===== src/rtl/mem_port_arbiter.sv =====
// Arbiter that shares one single-port memory between instruction fetch (IF) and the data stage (DM).
// One transaction at a time: grant in IDLE, hold the command for LAT cycles, and return data with a valid pulse.
module mem_port_arbiter #(
  parameter int LAT        = 1,
  parameter int STARVE_MAX = 4
) (
  input  logic        clk,
  input  logic        reset,
  input  logic        if_req,
  input  logic [31:0] if_addr,
  output logic        if_gnt,
  output logic        if_valid,
  output logic [31:0] if_rdata,
  input  logic        dm_req,
  input  logic        dm_we,
  input  logic [31:0] dm_addr,
  input  logic [31:0] dm_wdata,
  input  logic [1:0]  dm_size,
  input  logic        dm_rdun,
  output logic        dm_gnt,
  output logic        dm_valid,
  output logic [31:0] dm_rdata,
  output logic [31:0] mem_address,
  output logic [31:0] mem_data_in,
  output logic        mem_w_enable,
  output logic [1:0]  mem_access_size,
  output logic        mem_RdUn,
  input  logic [31:0] mem_data_out,
  output logic        stall_if
);

  localparam logic [1:0] SIZE_WORD = 2'b10;
  localparam int CW = (LAT > 1) ? $clog2(LAT) : 1;
  localparam int SW = $clog2(STARVE_MAX + 1);

  typedef enum logic [1:0] {IDLE, BUSY_IF, BUSY_DM} state_t;

  state_t          state_reg, state_next;
  logic [CW-1:0]   lat_cnt_reg, lat_cnt_next;
  logic [SW-1:0]   starve_cnt_reg, starve_cnt_next;
  logic [31:0]     if_rdata_reg, dm_rdata_reg;
  logic [31:0]     mem_address_reg, mem_data_in_reg;
  logic [1:0]      mem_access_size_reg;
  logic            mem_w_enable_reg, mem_rdun_reg, wr_cmd_reg;
  logic            grant_if, grant_dm, last_cycle;

  always_comb begin
    state_next      = state_reg;
    lat_cnt_next    = lat_cnt_reg;
    starve_cnt_next = starve_cnt_reg;
    grant_if        = 1'b0;
    grant_dm        = 1'b0;
    if_valid        = 1'b0;
    dm_valid        = 1'b0;
    last_cycle      = (lat_cnt_reg == CW'(LAT - 1));

    case (state_reg)
      IDLE: begin
        lat_cnt_next = '0;
        // DM wins ties unless IF has already waited through STARVE_MAX DM grants
        if (dm_req && !(if_req && starve_cnt_reg == SW'(STARVE_MAX))) begin
          grant_dm   = 1'b1;
          state_next = BUSY_DM;
        end else if (if_req) begin
          grant_if   = 1'b1;
          state_next = BUSY_IF;
        end
      end
      BUSY_IF, BUSY_DM: begin
        if (last_cycle) begin
          state_next = IDLE;
          if_valid   = (state_reg == BUSY_IF);
          dm_valid   = (state_reg == BUSY_DM);
        end else begin
          lat_cnt_next = lat_cnt_reg + CW'(1);
        end
      end
      default: state_next = IDLE;
    endcase

    if (!if_req || grant_if) begin
      starve_cnt_next = '0;
    end else if (grant_dm && starve_cnt_reg != SW'(STARVE_MAX)) begin
      starve_cnt_next = starve_cnt_reg + SW'(1);
    end

    // Reset silences handshakes in the same cycle so an aborted transfer never completes
    if (reset) begin
      grant_if = 1'b0;
      grant_dm = 1'b0;
      if_valid = 1'b0;
      dm_valid = 1'b0;
    end
  end

  always_ff @(posedge clk) begin
    if (reset) begin
      state_reg           <= IDLE;
      lat_cnt_reg         <= '0;
      starve_cnt_reg      <= '0;
      if_rdata_reg        <= '0;
      dm_rdata_reg        <= '0;
      mem_address_reg     <= '0;
      mem_data_in_reg     <= '0;
      mem_access_size_reg <= '0;
      mem_w_enable_reg    <= 1'b0;
      mem_rdun_reg        <= 1'b0;
      wr_cmd_reg          <= 1'b0;
    end else begin
      state_reg        <= state_next;
      lat_cnt_reg      <= lat_cnt_next;
      starve_cnt_reg   <= starve_cnt_next;
      mem_w_enable_reg <= 1'b0;
      if (grant_dm) begin
        mem_address_reg     <= dm_addr;
        mem_data_in_reg     <= dm_wdata;
        mem_access_size_reg <= dm_size;
        mem_rdun_reg        <= dm_rdun;
        mem_w_enable_reg    <= dm_we;
        wr_cmd_reg          <= dm_we;
      end else if (grant_if) begin
        mem_address_reg     <= if_addr;
        mem_data_in_reg     <= '0;
        mem_access_size_reg <= SIZE_WORD;
        mem_rdun_reg        <= 1'b0;
        mem_w_enable_reg    <= 1'b0;
        wr_cmd_reg          <= 1'b0;
      end
      if (if_valid) if_rdata_reg <= mem_data_out;
      if (dm_valid && !wr_cmd_reg) dm_rdata_reg <= mem_data_out;
    end
  end

  // Read data is forwarded during the valid pulse and held afterwards
  assign if_rdata        = if_valid ? mem_data_out : if_rdata_reg;
  assign dm_rdata        = (dm_valid && !wr_cmd_reg) ? mem_data_out : dm_rdata_reg;
  assign if_gnt          = grant_if;
  assign dm_gnt          = grant_dm;
  assign mem_address     = mem_address_reg;
  assign mem_data_in     = mem_data_in_reg;
  assign mem_w_enable    = mem_w_enable_reg;
  assign mem_access_size = mem_access_size_reg;
  assign mem_RdUn        = mem_rdun_reg;
  assign stall_if        = if_req & ~((state_reg == BUSY_IF) & last_cycle);

endmodule


===== config.mk =====
export PLATFORM = sky130hd
export DESIGN_NAME = mem_port_arbiter
export DESIGN_NICKNAME = d
export VERILOG_FILES = /design/src/rtl/mem_port_arbiter.sv
export SDC_FILE = /design/constraint.sdc
export NUM_CORES = 1
export LEC_CHECK = 0
export BUFFER_PORTS_ARGS = -buffer_cell sky130_fd_sc_hd__buf_2
export CAP_MARGIN = 20
export CORE_MARGIN = 4
export CORE_UTILIZATION = 47
export CTS_CLUSTER_DIAMETER = 120
export DETAILED_ROUTE_END_ITERATION = 6
export HOLD_SLACK_MARGIN = 0.12
export PLACE_DENSITY = 0.9
export SYNTH_ARGS = -nofsm -noshare
export SYNTH_HDL_FRONTEND = slang
export SYNTH_SLANG_ARGS = --single-unit

===== constraint.sdc =====
create_clock -name clk -period 3.7 [get_ports clk]
set_clock_uncertainty 0.2 [all_clocks]
set_input_delay 1.11 -clock clk [delete_from_list [all_inputs] [get_ports clk]]
set_output_delay 1.11 -clock clk [all_outputs]
set_load 0.03 [all_outputs]

==> metrics <==
status=finished clean; Finish-stage setup viols=0; post-place instance area=0.00732 mm²; synth warn=0; Clock Sinks=138; commonest cells after routing, fill and taps aside=272 x buf_2, 138 x dfxtp_1, 70 x a21oi_1, 65 x and2_1, 60 x o21ai_0; delay-heaviest family, CP=buffers and inverters; setup_tns=0 ns; Final WS setup=0.0184 ns; Post-Synth XOR/XNOR Area=0; # rows=40; MaxCap Viol Count=0; EDFF count, synth=0; post-route cell area=0.00789 mm²; final hold viol count=0; static leakage=3.79 nW; slowest cell on the critical path=mux2_2; Die W=120 µm; commonest non-fill, non-tap cell in the layout=buf_2; Worst Setup Start Kind=input port; drt wl/cell=16.4 µm; post-CTS sizing=0; Buf/Inv on CP=3; adder-cell share of the synthesized area=0.00421; # placed instances=1013; clock power share=0.425; Max Fclk=0.272 GHz; Synth Area in Compound Gates=0.183; vias=5620; crit share post-route=0.995; Via density=5.38; worst reg2reg setup slack=1.56 ns; vias in the first global route=5305; Pwr Density=490 mW/mm²; Final #Nets=1002; area delta synth->final=32.9%; async set-reset flop share out of synthesis=0; Synth Area in Simple Gates=0.152; CP Class=in2out; Comb pwr share=0.163; worst skew pair latency=0.42 ns; ANT cells=0; layout cell share with drive strength beyond 1=0.433; starting DRC count in detailed routing=393; syn_area_per_cell=9.52 µm²; Max stage delay on crit path=0.38 ns; total power=3.87 mW; DR DRC count=0; global-route wire length before repair=26.4 mm; Mapped Area=0.00594 mm²; Post-Place Setup Slack=0.0324 ns; Net Sw Power=1.09 mW; Register-to-Register Path Depth=4; Antenna Nets Post-Route=0; RSZ-0062 raised after global routing=true; mux share of post-synthesis cell area=0.121; core area=0.0122 mm²; Yosys cell types=32; CP Max Fanout=31; Max H-tree Level=4; largest net degree at the start of global routing=66; HP Class=reg2reg; Int Power=2.78 mW; setup bufs post-CTS=0; largest family of logic cells by synthesized area=compound AO/OA/AOI/OAI gates; max-slew violations=0; register area=0.00276 mm²; Crit. End Element=output port; cts hold-fix bufs=0; r2r startpoint=state_reg[1]; Worst slew margin=0.549; FF-to-FF End=dm_rdata_reg[29]; Critical path origin=reset; hold path cells=2; sequential share of power=0.412; VDD IR max=0.000354 V; Die H=120 µm; TritonCTS clock tree=done; Die Footprint=0.0145 mm²; DP Wirelength=11.9 mm; CP arrival=2.37 ns; Post-Syn Instances=624; Clock Pin Slew Worst Setup and Hold Paths=0.06 ns; Hold EP=mem_address[9]; Fillers=1015; Max Root-Sink Buffers=2; hold wc startpoint=mem_address[9]; Root Buffer=clkbuf_16; gr usage total=0.227; total CTS buffers=17; Buffers on Ports=272; Final GP Congestion=0.824; prevailing post-synth register cell=dfxtp_1; sequential element share of the synthesized area=0.465; antenna violations before repair=1; Worst-Margin Slew=0.676 ns; DRT Pass-1 Iters=5; WHS=0.270 ns; Finished Layout Cells=1044; #FFs+latches synth=138; Top cell by count, worst path=buf_2; worst path cell trace=buf_2, nor4b_4, buf_12, mux2_2, buf_2; WP data required=2.39 ns; Core Util, Final=0.646; area used by multi-input combinational logic=0.00276 mm²; Ports=273; grt total ovfl=0; WL final=17.1 mm; Period minus WS final=3.68 ns; Switching Share=0.282; Initial Util=0.486; Syn Nets=762
## cell usage after synthesis (all sizes together) (2+ instances only)
master	instances	area (µm²)
a21boi	2	15.0
buf	25	200
or2	2	12.5
nand3	38	190
o21ai	60	300
nor3b	3	38.8
nor4	9	56.3
o31ai	23	173
and2	65	407
ha	2	25.0
clkbuf	37	139
mux2	64	721
or3b	2	22.5
dfxtp	138	2760
inv	27	101
nand2	2	7.51
nor3	22	110
a21oi	70	350
nor2	5	18.8
o32a	23	230
## final cells by class
| type | instances | area share |
|---|---|---|
| flip-flops and latches | 138 | 0.350 |
| multi-input cells | 397 | 0.350 |
| repair buffers | 283 | 0.188 |
| clock buffers | 18 | 0.0544 |
| well taps | 168 | 0.0266 |
| clock inverters | 13 | 0.0184 |
| inverters | 27 | 0.0128 |
## logic make-up after synthesis
kind of cell,after synthesis
fa+ha+maj,2
mux,64
compound gates,180
simple gates,151
flops,138
buf+inv,89
## worst max-delay path by stage
stage               cells past startpoint      endpoint  slack (ns)
global route                            5  dm_rdata[15]     -0.0009
detailed placement                      5  dm_rdata[29]        0.03
global placement                        5  dm_rdata[13]        0.08
finish                                  5  dm_rdata[19]        0.02
CTS                                     5  dm_rdata[29]        0.03
floorplan                               4   dm_rdata[6]        0.10
## power by group through the flow
stage	logic (mW)	registers (mW)	clock network (mW)
after CTS	0.632	1.60	1.67
final	0.631	1.60	1.64
after global routing	0.678	1.60	1.74
after detailed placement	0.629	1.63	0
after floorplan	0.317	1.73	0
after global placement	0.619	1.62	0
## worst reg2reg max path: cells and delay by family (launching register included)
kind / cells / cell delay, ns
buf+inv: 1 / 0.24
flops: 1 / 0.64
mux: 1 / 0.40
simple gates: 2 / 0.54
## layer usage
layer  GRT usage  vias up  wire length [µm]  share of wire
met5           0        -                 7        0.00041
met3      0.0828       27              1580          0.092
met1       0.264     2640              6750           0.39
met4      0.0914        2               399          0.023
met2       0.377      257              8370           0.49
li1            -     2694                 -              -
Power figures use the tool's default switching activity.
